File: src/rtl/ctr_mode_ctrl_if.sv
// Handshake and data bus between the CTR-mode controller, the data
// source/sink and the AES block core. The controller uses the master
// modport; the surrounding environment uses the slave modport.
interface ctr_mode_ctrl_if;
  logic         iv_load;
  logic [127:0] iv_i;
  logic         din_valid;
  logic         din_ready;
  logic [127:0] din;
  logic         dout_valid;
  logic         dout_ready;
  logic [127:0] dout;
  logic         core_start;
  logic [127:0] core_block_o;
  logic         core_done;
  logic [127:0] core_result_i;
  logic         busy;
  logic         err;
  logic [31:0]  blk_count;

  modport master (
    input  iv_load, iv_i, din_valid, din, dout_ready, core_done, core_result_i,
    output din_ready, dout_valid, dout, core_start, core_block_o, busy, err,
           blk_count
  );

  modport slave (
    output iv_load, iv_i, din_valid, din, dout_ready, core_done, core_result_i,
    input  din_ready, dout_valid, dout, core_start, core_block_o, busy, err,
           blk_count
  );
endinterface

File: src/rtl/ctr_mode_ctrl.sv
// CTR-mode sequencer around an AES block core. Holds the counter block,
// accepts one data block at a time, issues the counter to the core and
// XORs the returned keystream into the held block. A watchdog aborts a
// block when the core never answers.
module ctr_mode_ctrl #(
  parameter int CTR_WIDTH = 32,
  parameter int TIMEOUT   = 1024
) (
  input  logic           clk,
  input  logic           rst,
  ctr_mode_ctrl_if.master bus
);

  localparam int WDOG_W = $clog2(TIMEOUT + 1);

  typedef enum logic [1:0] {
    IDLE    = 2'd0,
    READY   = 2'd1,
    ENCRYPT = 2'd2,
    OUTPUT  = 2'd3
  } state_t;

  state_t              state;
  logic [127:0]        ctr_p0;
  logic [127:0]        din_p0;
  logic [127:0]        dout_p1;
  logic                vld_p1;
  logic                core_start_q;
  logic                err_q;
  logic [31:0]         blk_count_q;
  logic [WDOG_W-1:0]   wdog;

  // Only the low CTR_WIDTH bits count; the nonce field never sees a carry.
  function automatic logic [127:0] ctr_inc(input logic [127:0] blk);
    logic [127:0] nxt;
    nxt = blk;
    nxt[CTR_WIDTH-1:0] = blk[CTR_WIDTH-1:0] + CTR_WIDTH'(1);
    return nxt;
  endfunction

  // Controller FSM: IV load, block capture, core handshake, result hold, watchdog.
  always_ff @(posedge clk or posedge rst) begin
    if (rst) begin
      state        <= IDLE;
      ctr_p0       <= '0;
      din_p0       <= '0;
      dout_p1      <= '0;
      vld_p1       <= 1'b0;
      core_start_q <= 1'b0;
      err_q        <= 1'b0;
      blk_count_q  <= '0;
      wdog         <= '0;
    end else begin
      core_start_q <= 1'b0;
      case (state)
        IDLE: begin
          if (bus.iv_load) begin
            ctr_p0      <= bus.iv_i;
            blk_count_q <= '0;
            err_q       <= 1'b0;
            state       <= READY;
          end
        end
        READY: begin
          // A reload wins over a block offered in the same cycle.
          if (bus.iv_load) begin
            ctr_p0      <= bus.iv_i;
            blk_count_q <= '0;
            err_q       <= 1'b0;
          end else if (bus.din_valid) begin
            din_p0       <= bus.din;
            core_start_q <= 1'b1;
            wdog         <= '0;
            state        <= ENCRYPT;
          end
        end
        ENCRYPT: begin
          if (bus.core_done) begin
            dout_p1     <= din_p0 ^ bus.core_result_i;
            vld_p1      <= 1'b1;
            ctr_p0      <= ctr_inc(ctr_p0);
            blk_count_q <= blk_count_q + 32'd1;
            state       <= OUTPUT;
          end else if (wdog == WDOG_W'(TIMEOUT - 1)) begin
            // Core never answered: drop the block, keep the counter.
            err_q <= 1'b1;
            state <= IDLE;
          end else begin
            wdog <= wdog + WDOG_W'(1);
          end
        end
        OUTPUT: begin
          if (bus.dout_ready) begin
            vld_p1 <= 1'b0;
            state  <= READY;
          end
        end
        default: state <= IDLE;
      endcase
    end
  end

  assign bus.din_ready    = (state == READY) && !bus.iv_load;
  assign bus.dout_valid   = vld_p1;
  assign bus.dout         = dout_p1;
  assign bus.core_start   = core_start_q;
  assign bus.core_block_o = ctr_p0;
  assign bus.busy         = (state == ENCRYPT) || (state == OUTPUT);
  assign bus.err          = err_q;
  assign bus.blk_count    = blk_count_q;

endmodule

File: src/flat_wrapper.sv
// flat-port wrapper written by rule: the top's interface ports become plain ports
module ctr_mode_ctrl_flat 
#(
  parameter int CTR_WIDTH = 32,
  parameter int TIMEOUT   = 1024
)
  (clk, rst, bus_iv_load, bus_iv_i, bus_din_valid, bus_din, bus_dout_ready, bus_core_done, bus_core_result_i, bus_din_ready, bus_dout_valid, bus_dout, bus_core_start, bus_core_block_o, bus_busy, bus_err, bus_blk_count);
  ctr_mode_ctrl_if bus_i ();
  input  logic clk;
  input  logic rst;
  input wire logic [$bits(bus_i.iv_load)-1:0] bus_iv_load;
  input wire logic [$bits(bus_i.iv_i)-1:0] bus_iv_i;
  input wire logic [$bits(bus_i.din_valid)-1:0] bus_din_valid;
  input wire logic [$bits(bus_i.din)-1:0] bus_din;
  input wire logic [$bits(bus_i.dout_ready)-1:0] bus_dout_ready;
  input wire logic [$bits(bus_i.core_done)-1:0] bus_core_done;
  input wire logic [$bits(bus_i.core_result_i)-1:0] bus_core_result_i;
  output wire logic [$bits(bus_i.din_ready)-1:0] bus_din_ready;
  output wire logic [$bits(bus_i.dout_valid)-1:0] bus_dout_valid;
  output wire logic [$bits(bus_i.dout)-1:0] bus_dout;
  output wire logic [$bits(bus_i.core_start)-1:0] bus_core_start;
  output wire logic [$bits(bus_i.core_block_o)-1:0] bus_core_block_o;
  output wire logic [$bits(bus_i.busy)-1:0] bus_busy;
  output wire logic [$bits(bus_i.err)-1:0] bus_err;
  output wire logic [$bits(bus_i.blk_count)-1:0] bus_blk_count;
  assign bus_i.iv_load = bus_iv_load;
  assign bus_i.iv_i = bus_iv_i;
  assign bus_i.din_valid = bus_din_valid;
  assign bus_i.din = bus_din;
  assign bus_i.dout_ready = bus_dout_ready;
  assign bus_i.core_done = bus_core_done;
  assign bus_i.core_result_i = bus_core_result_i;
  assign bus_din_ready = bus_i.din_ready;
  assign bus_dout_valid = bus_i.dout_valid;
  assign bus_dout = bus_i.dout;
  assign bus_core_start = bus_i.core_start;
  assign bus_core_block_o = bus_i.core_block_o;
  assign bus_busy = bus_i.busy;
  assign bus_err = bus_i.err;
  assign bus_blk_count = bus_i.blk_count;
  ctr_mode_ctrl #(.CTR_WIDTH(CTR_WIDTH), .TIMEOUT(TIMEOUT)) u_core (.clk(clk), .rst(rst), .bus(bus_i));
endmodule
File: config.mk
export PLATFORM = sky130hd
export DESIGN_NAME = ctr_mode_ctrl_flat
export DESIGN_NICKNAME = d
export VERILOG_FILES = /design/src/rtl/ctr_mode_ctrl_if.sv /design/src/rtl/ctr_mode_ctrl.sv /design/src/flat_wrapper.sv
export SDC_FILE = /design/constraint.sdc
export NUM_CORES = 1
export LEC_CHECK = 0
export CELL_PAD_IN_SITES_DETAIL_PLACEMENT = 2
export CELL_PAD_IN_SITES_GLOBAL_PLACEMENT = 2
export CORE_ASPECT_RATIO = 1.1
export CORE_MARGIN = 1.5
export CORE_UTILIZATION = 27
export CTS_CLUSTER_SIZE = 10
export DETAILED_ROUTE_END_ITERATION = 7
export HOLD_SLACK_MARGIN = 0.12
export PLACE_DENSITY = 0.8
export RECOVER_POWER = 100
export SYNTH_ARGS = -nofsm -noshare
export SYNTH_HDL_FRONTEND = slang
export SYNTH_SLANG_ARGS = --single-unit
File: constraint.sdc
create_clock -name clk -period 15.6 [get_ports clk]
set_input_delay 1.56 -clock clk [delete_from_list [all_inputs] [get_ports clk]]
set_output_delay 1.56 -clock clk [all_outputs]
set_load 0.02 [all_outputs]
# Word level (Yosys, flattened, before mapping)

Cells that the tools add are included.

$add $sub $neg: 3
Mux-type cells: 28
Reductions and logical operators: 16
Eq/ne operators: 14
Bitwise logic cells: 3

Operators with widths:

| cell                                                                    | count |
|---|---|
| 128-bit one-hot mux with 2 select lines                                 | 1 |
| 128-bit 2-to-1 mux                                                      | 1 |
| 128-bit bitwise XOR                                                     | 1 |
| 32-bit 2-to-1 mux                                                       | 3 |
| 32-bit by 1-bit adder with 32-bit output, second input constant         | 2 |
| 32-bit one-hot mux with 2 select lines                                  | 1 |
| 11-bit 2-to-1 mux                                                       | 4 |
| 11-bit one-hot mux with 2 select lines                                  | 1 |
| 2-bit != test, second input constant                                    | 7 |
| 2-bit 2-to-1 mux                                                        | 6 |
| 3-bit AND reduction                                                     | 4 |
| 11-bit by 1-bit adder with 11-bit output, second input constant         | 1 |
| 11-bit by 10-bit equality test with 1-bit output, second input constant | 1 |
| 5-bit AND reduction                                                     | 2 |
| 1-bit 2-to-1 mux                                                        | 8 |
| 2-bit one-hot mux with 4 select lines                                   | 1 |
| 2-bit nonzero test                                                      | 3 |
| 2-bit equality test, second input constant                              | 2 |
| 2-bit by 1-bit != test with 1-bit output, second input constant         | 2 |
| 1-bit one-hot mux with 2 select lines                                   | 2 |
| 4-bit AND reduction                                                     | 1 |
| 3-bit by 2-bit != test with 1-bit output, second input constant         | 1 |
| 2-bit by 1-bit equality test with 1-bit output, second input constant   | 1 |
| 2-bit logical NOT                                                       | 1 |
| other kinds (6)                                                         | 7 |

Bits of input ports: 390
Register bits after elaboration: 432
Output and inout bits: 293
Word-level logic and storage cells: 74

# Longest topological paths before layout

Gate-level depths: netlist of run 1.

Depth after elaboration: 4
Depth in mapped cells: 10
Gate-level depth less buffers: 7

# Worst setup path before layout of run 1

Ideal clock, no wire load.

Path type: input port to output port
Start point: in bus_iv_load
End point: out bus_din_ready
Slack: 12.145 ns
Stages: 1
Path buffers: 0
Data required time: 14.040 ns
Arrival: 1.895 ns
Cells stage by stage: nor2b_1

Word-level cells in the longest chain between the ends: 2

Ends and longest elaborated chain:

| element           | RTL line             | text |
|---|---|---|
| from (decl)       | flat_wrapper.sv:11   | `input wire logic [$bits(bus_i.iv_load)-1:0] bus_iv_load;` |
| 1-bit logical NOT | ctr_mode_ctrl.sv:103 | `assign bus.din_ready = (state == READY) && !bus.iv_load;` |
| 1-bit logical AND | ctr_mode_ctrl.sv:103 |  |
| to (decl)         | flat_wrapper.sv:18   | `output wire logic [$bits(bus_i.din_ready)-1:0] bus_din_ready;` |

Every way passes these cells.

==> reports/metrics.csv, run 1 <==
stage;metric;value;unit
run_status;status;finished, violations left;
run_status;violations;max-capacitance violations, max-slew violations;
yosys;synth_cell_type_count;57;
worst_setup_path;startpoint_type;input pin;
cts;cts_buffer_depth;3;
drt;drtIter0Drc;593;
flow_run;maxCapViolCount;13;
global_route;grt_pass1_vias;18800;
die;start_util;0.274;
placed_design;pre_cts_ws;10260;ps
yosys;syn_area_per_cell;10.2;sq um
drt;post-route-drc-count;0;
cts;hold_buffers;0;
cts;clkTransAtPathRegs;50;ps
cts;cts_buffers;52;
sta;fin_tns_setup;0;ps
cells_and_area;syn_to_final_growth;50.0;%
cts;cts_setup_buffers;0;
global_route;grt_max_degree;119;
cts;htree_levels;2;
worst_setup_path;arrival;8410;ps
die;die_w;253;um
drt;drt_wl_total;76400;um
placed_design;io_buffers;682;
worst_setup_path;path_class;in2async;
global_route;grt_pass1_wl;116000;um
sta;maxSlewViolCount;966;
yosys;synth_area;18600;sq um
sta;fin_skew;16.5;ps
global_route;grtUsageTotal;0.215;
power;leakagePower;12.2;nW
cells_and_area;final_cell_mix;579 x nand2_1, 432 x dfrtp_1, 386 x clkdlybuf4s50_1;
cts;cts.sinks;432;
die;core-area;67800;sq um
yosys;syn-num-nets;2222;
sta;fmax;0.115;GHz
worst_setup_path;cp_max_fo;118;
sta;worst_pin_slew;5500;ps
worst_setup_path;worstPathRequired;15320;ps
sta;whs;470;ps
yosys;ys_warn_count;0;
die;num_rows;100;
cts;cts.root.buffer_cell;clkbuf_16;
drt;viasPerCell;4.72;
power;powerDensity;193;nW/um^2
cts;cts.repair.resized;0;
yosys;synth_seq_cells;432;
die;die_h;278;um
cells_and_area;final_common_cell;nand2_1;
cells_and_area;layout-drive-gt1-share;0.0671;
die;pin_count;683;
yosys;synthCells;1824;
global_route;antenna_found_initial;30;
sta;rsz0062_at_grt;false;
sta;layout_min_cycle_time;8690;ps
worst_hold_path;hp-class;reg2reg;
drt;routedWlPerCell;22.2;um
drt;first_pass_iters;4;
cts;tritoncts;built;
worst_setup_path;end_kind;asynchronous set/reset pin;
placed_design;hpwl;56100;um
yosys;synth-edff-count;0;
yosys;synth_flop_cell;dfrtp_1;
drt;vias;16300;
drt;antenna_left;0;
sta;setup_viol;0;
cts;clock_latency;580;ps
sta;hold_viol_final;0;
placed_design;place_congestion;0.827;
power;worst_ir_drop_vdd;85.3;uV
die;dieArea;70300;sq um
worst_setup_path;setup.reg_to_reg.worst_slack;7130;ps
sta;fin_ws;6910;ps
cells_and_area;n_fill_cell;7211;
sta;fin_crit_sh;0.557;
global_route;gr-total-overflow;0;
yosys;synth-async-reset-ratio;1.00;
cells_and_area;fin_nets;2879;
sta;slew_headroom;-2.69;
yosys;yosysSeqAreaShare;0.583;
==> per-layer routing <==
layer,GRT usage,part of all wire,wire (um),up-vias
met5,0,0.0013,102,-
met4,0.0930,0.040,3030,16
met3,0.0648,0.072,5500,159
met2,0.392,0.53,40500,504
met1,0.226,0.36,27300,8191
li1,-,-,-,7389
==> where the power goes <==
part | internal [W] | switching [W]
clock network | 0.000686 | 0.000479
registers | 0.00161 | 0.000360
logic | 0.000983 | 0.00125
total | 0.00328 | 0.00209
==> synth_stat cells, types with 2 or more instances <==
master	number	area, sq um
a21boi_0	3	22.5
a21o_1	2	15.0
a21oi_1	41	205
a22o_1	4	35.0
a2bb2oi_1	8	70.1
a31oi_1	8	50.1
and2_1	7	43.8
and3_1	15	93.8
and4_1	8	70.1
buf_1	9	33.8
buf_2	19	95.1
clkbuf_1	67	251
dfrtp_1	432	10800
ha_1	8	100
inv_1	11	41.3
mux2_2	98	1100
mux2i_1	12	120
nand2_1	579	2170
nand2b_1	3	18.8
nand3_1	37	185
nand3_2	2	20.0
nand4_1	24	150
nand4_2	2	25.0
nor2_1	43	161
nor2b_1	2	12.5
nor3_1	9	45.0
nor4_1	3	18.8
o211ai_1	7	52.6
o21ai_0	164	821
o22a_1	2	17.5
o22ai_1	10	62.6
o31ai_1	3	22.5
or3_1	8	50.1
or4_1	5	37.5
xnor2_1	130	1140
xor2_1	18	158
==> final timing paths <==
path | startpoint | to | cells after the start
min in group asynchronous | rst | u_core.bus.core_block_o[108] | 2
hold / removal | u_core.bus.dout[115] | u_core.bus.dout[115] | 2
hold reg to reg | u_core.bus.dout[115] | u_core.bus.dout[115] | 2
setup reg to reg | u_core.state[0] | u_core.bus.dout[84] | 7
setup / recovery | rst | u_core.bus.dout[101] | 3
max in group clk | u_core.state[0] | u_core.bus.dout[84] | 7
==> state kept, by name, indices dropped and copies added, names as in the netlist <==
name	cells
u_core.bus.dout_valid	1
u_core.bus.err	1
u_core.wdog	11
u_core.bus.blk_count	32
u_core.state	2
u_core.bus.core_block_o	128
u_core.din_p0	128
u_core.bus.dout	128
u_core.bus.core_start	1
==> cell families after synthesis <==
| group | count (synthesis) | synth area share |
|---|---|---|
| muxes | 110 | 0.0660 |
| buffers and inverters | 106 | 0.0227 |
| xor gates and xnor gates | 148 | 0.0699 |
| adders and majority gates | 8 | 0.00540 |
| DFF | 432 | 0.583 |
| and+or+nand+nor | 753 | 0.172 |
| AOI/OAI and AO/OA | 267 | 0.0817 |
==> worst max-delay path, cell delays in order <==
cell and delay, ps:
dlygate4sd3_1 550, clkinvlp_2 3040, clkbuf_1 3060
==> through the flow <==
stage	std cells	area, sq um	util	power [W]
after floorplan	1824	18600	-	0.00313
after global placement	3345	26300	0.388	0.00419
after detailed placement	3345	26300	0.388	0.00434
after CTS	3421	27900	0.411	0.00556
after global routing	3441	27800	0.410	0.00569
final	3442	27800	0.410	0.00537
==> layout make-up <==
class / count / area (sq um) / area share
Clock inverter: 4 / 83.8 / 0.00301
Timing Repair Buffer: 698 / 6910 / 0.248
Multi-Input combinational cell: 1286 / 7300 / 0.262
Clock buffer: 72 / 1490 / 0.0535
Inverter: 11 / 43.8 / 0.00157
Antenna cell: 21 / 52.6 / 0.00189
Sequential cell: 432 / 10800 / 0.388
Tap cell: 918 / 1150 / 0.0413
Note: power is estimated with default switching activity, not from simulation.
==> run 2, diff against run 1 <==
--- a/config.mk
+++ b/config.mk
@@ -9,11 +9,11 @@
 export CELL_PAD_IN_SITES_GLOBAL_PLACEMENT = 2
 export CORE_ASPECT_RATIO = 1.1
 export CORE_MARGIN = 1.5
-export CORE_UTILIZATION = 27
+export CORE_UTILIZATION = 24
 export CTS_CLUSTER_SIZE = 10
 export DETAILED_ROUTE_END_ITERATION = 7
 export HOLD_SLACK_MARGIN = 0.12
-export PLACE_DENSITY = 0.8
+export PLACE_DENSITY = 0.75
 export RECOVER_POWER = 100
 export SYNTH_ARGS = -nofsm -noshare
 export SYNTH_HDL_FRONTEND = slang
==> constraint.sdc (replaced) <==
create_clock -name clk -period 7.3 [get_ports clk]
set_input_delay 0.73 -clock clk [delete_from_list [all_inputs] [get_ports clk]]
set_output_delay 0.73 -clock clk [all_outputs]
set_load 0.02 [all_outputs]
==> reports/metrics.csv, run 2 (synthesis results as in run 1) <==
stage;metric;value;unit
global_route;grt_pass1_vias;18500;
global_route;gr-total-overflow;0;
global_route;grt_pass1_wl;113000;um
drt;routed-wl-met3;6300;um
worst_setup_path;r2r-start;u_core.state[1];
cts;cts.root.buffer_cell;clkbuf_16;
drt;drt_wl_total;74500;um
drt;vias;16200;
sta;maxSlewViolCount;320;
cells_and_area;syn_to_final_growth;51.1;%
cells_and_area;layout-drive-gt1-share;0.0733;
worst_setup_path;critPathLaunch;u_core.state[1];
placed_design;pre_cts_ws;3250;ps
cells_and_area;fin_area;28000;sq um
die;num_rows;106;
cells_and_area;regArea;10800;sq um
die;die_w;268;um
power;worst_ir_drop_vdd;160;uV
run_status;violations;max-capacitance violations, max-slew violations;
drt;highest-signal-layer;met5;
die;core-area;76300;sq um
die;start_util;0.243;
worst_setup_path;cp_max_fo;79;
cells_and_area;final_common_cell;nand2_1;
drt;route.met2.wl;39400;um
drt;post-route-drc-count;0;
cells_and_area;fin_nets;2880;
cts;tritoncts;built;
placed_design;hpwl;53700;um
cts;cts_buffers;53;
cells_and_area;final_cell_mix;579 x nand2_1, 432 x dfrtp_1, 388 x clkdlybuf4s50_1;
cells_and_area;n_fill_cell;8073;
power;powerDensity;405;nW/um^2
die;die_h;295;um
worst_setup_path;critPathMaxStageDelay;1330;ps
placed_design;place_congestion;0.808;
worst_setup_path;end_kind;flip-flop;
flow_run;maxCapViolCount;5;
sta;fin_skew;20.3;ps
sta;rsz0062_at_grt;false;
worst_setup_path;startpoint_type;flip-flop;
cells_and_area;final_util;0.368;
drt;drt-met1-wl;26600;um
sta;fmax;0.207;GHz
power;power;0.0114;W
worst_setup_path;crit_buf_inv;3;
drt;routedWlPerCell;21.0;um
cts;clkTransAtPathRegs;60;ps
cts;hold_buffers;0;
sta;slew_headroom;-1.77;
cts;cts.sinks;432;
drt;drtIter0Drc;804;
worst_setup_path;worstPathRequired;7830;ps
sta;fin_ws;2470;ps
cts;htree_levels;2;
sta;fin_crit_sh;0.662;
drt;antenna_left;0;
worst_setup_path;slowest_stage;inv_4;
sta;hold_viol_final;0;
sta;layout_min_cycle_time;4830;ps
worst_hold_path;hp-class;reg2reg;
worst_setup_path;path_cells;inv_1 > ha_1 > nor2b_1 > nand2_1 > inv_4 > buf_4 > nand2_1 > nand2_1;
power;leakagePower;12.3;nW
sta;fin_tns_setup;0;ps
cts;cts_buffer_depth;3;
global_route;grtUsageTotal;0.185;
worst_setup_path;arrival;5360;ps
global_route;antenna_found_initial;23;
die;dieArea;79000;sq um
cts;clock_latency;600;ps
worst_setup_path;cp_top_family;buffers and inverters;
cts;cts_setup_buffers;0;
worst_hold_path;min_from;u_core.bus.dout[6];
placed_design;io_buffers;682;
sta;setup_viol;0;
placed_design;placed_area;26500;sq um
cts;cts.repair.resized;0;
drt;viasPerCell;4.55;
sta;worst_pin_slew;4160;ps
die;pin_count;683;
run_status;status;finished, violations left;
worst_setup_path;crit_path_frequent_cell;nand2_1;
worst_setup_path;path_class;reg2reg;
global_route;grt_max_degree;259;
drt;first_pass_iters;4;
cells_and_area;multiInputGateArea;7310;sq um
[run 2: cell count changes in the layout (fill, tap and decap cells not counted), moves of 2 or more]
cell             before  now
buf_12                0    2
buf_4                 5    7
clkbuf_1             22   20
clkbuf_2              0    2
clkdlybuf4s50_1     386  388
clkinv_2              0    3
clkinvlp_2            2    0
diode_2              21   16
dlygate4sd3_1       296  294
mux2_1               10    4
mux2_2               88   94
[run 2: final cells by class]
class | count | area share
sequential | 432 | 0.386
multi-input combinational | 1286 | 0.261
timing repair buffer | 698 | 0.248
clock buffer | 77 | 0.0546
tap | 1026 | 0.0458
clock inverter | 6 | 0.00223
inverter | 11 | 0.00170
antenna | 16 | 0.00143
[run 2: stage by stage]
stage | hold slack (ps) | cells
floorplan | 467 | 1824
global placement | 462 | 3453
detailed placement | 473 | 3453
CTS | 487 | 3536
global route | 507 | 3548
finish | 474 | 3552
[run 2: path summary, 6_finish.rpt]
check	endpoint	slack [ps]	cells after the start
setup / recovery	u_core.din_p0[30]	2470	8
min in group asynchronous	u_core.din_p0[102]	2030	3
hold / removal	u_core.bus.dout[6]	470	2
setup reg to reg	u_core.din_p0[30]	2470	8
max in group asynchronous	u_core.din_p0[1]	2510	4
hold reg to reg	u_core.bus.dout[6]	470	2
[run 2: tightest hold or removal path, cell delays in order, from the launching register on]
cell and delay [ps]:
dfrtp_1 330, nand2_1 50, o21ai_0 60
[run 2: routing by layer]
| layer | track usage | up-vias |
|---|---|---|
| met2 | 0.342 | 509 |
| met3 | 0.0617 | 126 |
| met1 | 0.197 | 8086 |
| met4 | 0.0564 | 18 |
| li1 | - | 7411 |
| met5 | 0 | - |
[run 2: report_power, final]
part | leakage [nW] | total (W) | internal (W) | switching (W)
Clock | 0.780 | 0.00249 | 0.00146 | 0.00103
Combinational | 6.13 | 0.00468 | 0.00206 | 0.00261
Sequential | 5.36 | 0.00418 | 0.00343 | 0.000751
==> run 3, diff against run 2 <==
==> constraint.sdc (replaced) <==
create_clock -name clk -period 3.9 [get_ports clk]
set_input_delay 0.39 -clock clk [delete_from_list [all_inputs] [get_ports clk]]
set_output_delay 0.39 -clock clk [all_outputs]
set_load 0.02 [all_outputs]
==> reports/metrics.csv, run 3 (synthesis results as in run 1) <==
stage;metric;value;unit
sta;fmax;0.305;GHz
sta;hold_viol_final;0;
cells_and_area;final_util;0.368;
cells_and_area;syn_to_final_growth;51.2;%
cells_and_area;n_fill_cell;8125;
die;core-area;76300;sq um
placed_design;hpwl;55200;um
power;leakagePower;12.3;nW
die;pin_count;683;
worst_setup_path;startpoint_type;flip-flop;
die;start_util;0.243;
sta;rsz0062_at_grt;false;
global_route;grtUsageTotal;0.185;
sta;fin_crit_sh;0.842;
cts;clock_latency;580;ps
cells_and_area;final_common_cell;nand2_1;
drt;drt_wl_total;74500;um
cts;clkTransAtPathRegs;60;ps
drt;drtIter0Drc;606;
worst_setup_path;end_kind;output pin;
sta;whs;333;ps
die;dieArea;79000;sq um
cells_and_area;layout-drive-gt1-share;0.0755;
cells_and_area;fin_nets;2887;
worst_setup_path;cp_max_fo;8;
worst_setup_path;slowest_stage;dlygate4sd3_1;
cells_and_area;multiInputGateArea;7310;sq um
drt;viasPerCell;4.54;
sta;setup_viol;0;
flow_run;maxCapViolCount;2;
die;die_w;268;um
sta;maxSlewViolCount;189;
power;worst_ir_drop_vdd;309;uV
worst_setup_path;worstPathRequired;3510;ps
drt;vias;16200;
cells_and_area;regArea;10800;sq um
cts;hold_buffers;1;
worst_hold_path;hp-class;in2reg;
cts;cts_buffer_depth;3;
sta;fin_skew;11.4;ps
sta;slew_headroom;-0.252;
run_status;status;finished, violations left;
drt;routedWlPerCell;20.9;um
global_route;gr-total-overflow;0;
global_route;antenna_found_initial;16;
sta;layout_min_cycle_time;3280;ps
worst_setup_path;path_class;reg2out;
drt;antenna_left;0;
worst_setup_path;path_cells;inv_1 > ha_1 > nor2b_1 > dlygate4sd3_1;
cts;htree_levels;2;
run_status;violations;max-capacitance violations, max-slew violations;
drt;post-route-drc-count;0;
cells_and_area;final_cell_mix;578 x nand2_1, 432 x dfrtp_1, 388 x clkdlybuf4s50_1;
cts;cts.repair.resized;0;
worst_setup_path;arrival;2890;ps
cts;cts_buffers;53;
cts;cts.sinks;432;
cts;cts.root.buffer_cell;clkbuf_16;
cts;cts_setup_buffers;0;
global_route;grt_pass1_vias;18800;
global_route;grt_max_degree;139;
sta;worst_pin_slew;1880;ps
cts;tritoncts;built;
worst_setup_path;critPathMaxStageDelay;810;ps
die;num_rows;106;
global_route;grt_pass1_wl;113000;um
drt;first_pass_iters;4;
worst_setup_path;crit_buf_inv;2;
power;powerDensity;756;nW/um^2
worst_setup_path;cp_top_family;buffers and inverters;
placed_design;io_buffers;682;
placed_design;place_congestion;0.804;
die;die_h;295;um
run 3: path summary, 6_finish.rpt:
| check | startpoint | endpoint | slack (ps) | cells after the start |
|---|---|---|---|---|
| setup reg to reg | u_core.state[0] | u_core.bus.blk_count[4] | 630 | 7 |
| max in group asynchronous | rst | u_core.bus.core_block_o[79] | 680 | 5 |
| min in group asynchronous | rst | u_core.din_p0[105] | 900 | 3 |
| hold / removal | bus_din[11] | u_core.din_p0[11] | 330 | 3 |
| setup / recovery | u_core.state[1] | bus_din_ready | 620 | 4 |
| hold reg to reg | u_core.bus.dout[81] | u_core.bus.dout[81] | 470 | 2 |
run 3: worst reg2reg max path, delay by kind of cell (launching register included):
kind	cells	cell delay, ps
mux	1	310
buf+inv	1	110
flops	1	440
compound gates	1	170
simple gates	3	1540
fa+ha+maj	1	590
run 3: power by group:
part | switching [W] | internal [W] | total [W]
registers | 0.00143 | 0.00642 | 0.00785
clock network | 0.00195 | 0.00265 | 0.00461
logic | 0.00490 | 0.00386 | 0.00876
total | 0.00827 | 0.0129 | 0.0212
run 3: area by class of cell:
cell class	instances	area share
multi-input combinational	1286	0.261
tap	1026	0.0458
timing repair buffer	705	0.250
sequential	432	0.385
inverter	11	0.00161
clock inverter	7	0.00263
antenna	14	0.00125
clock buffer	77	0.0527
run 3: through the flow:
step           setup slack, ps  TNS [ps]  power [W]  cells  area, sq um
5_1_grt                    255         0     0.0226   3552        28000
4_1_cts                    501         0     0.0222   3544        28200
2_1_floorplan            -2320  -1003690     0.0125   1824        18600
3_3_place_gp              1080         0     0.0168   3459        26600
3_5_place_dp              1000         0     0.0173   3459        26600
6_report                   618         0     0.0212   3558        28000
run 3: per-layer routing:
metal	vias up	wire, um	track usage
met5	-	92	0
met4	14	2550	0.0682
met3	135	6150	0.0622
met2	488	38900	0.338
met1	8112	26700	0.195
li1	7408	-	-
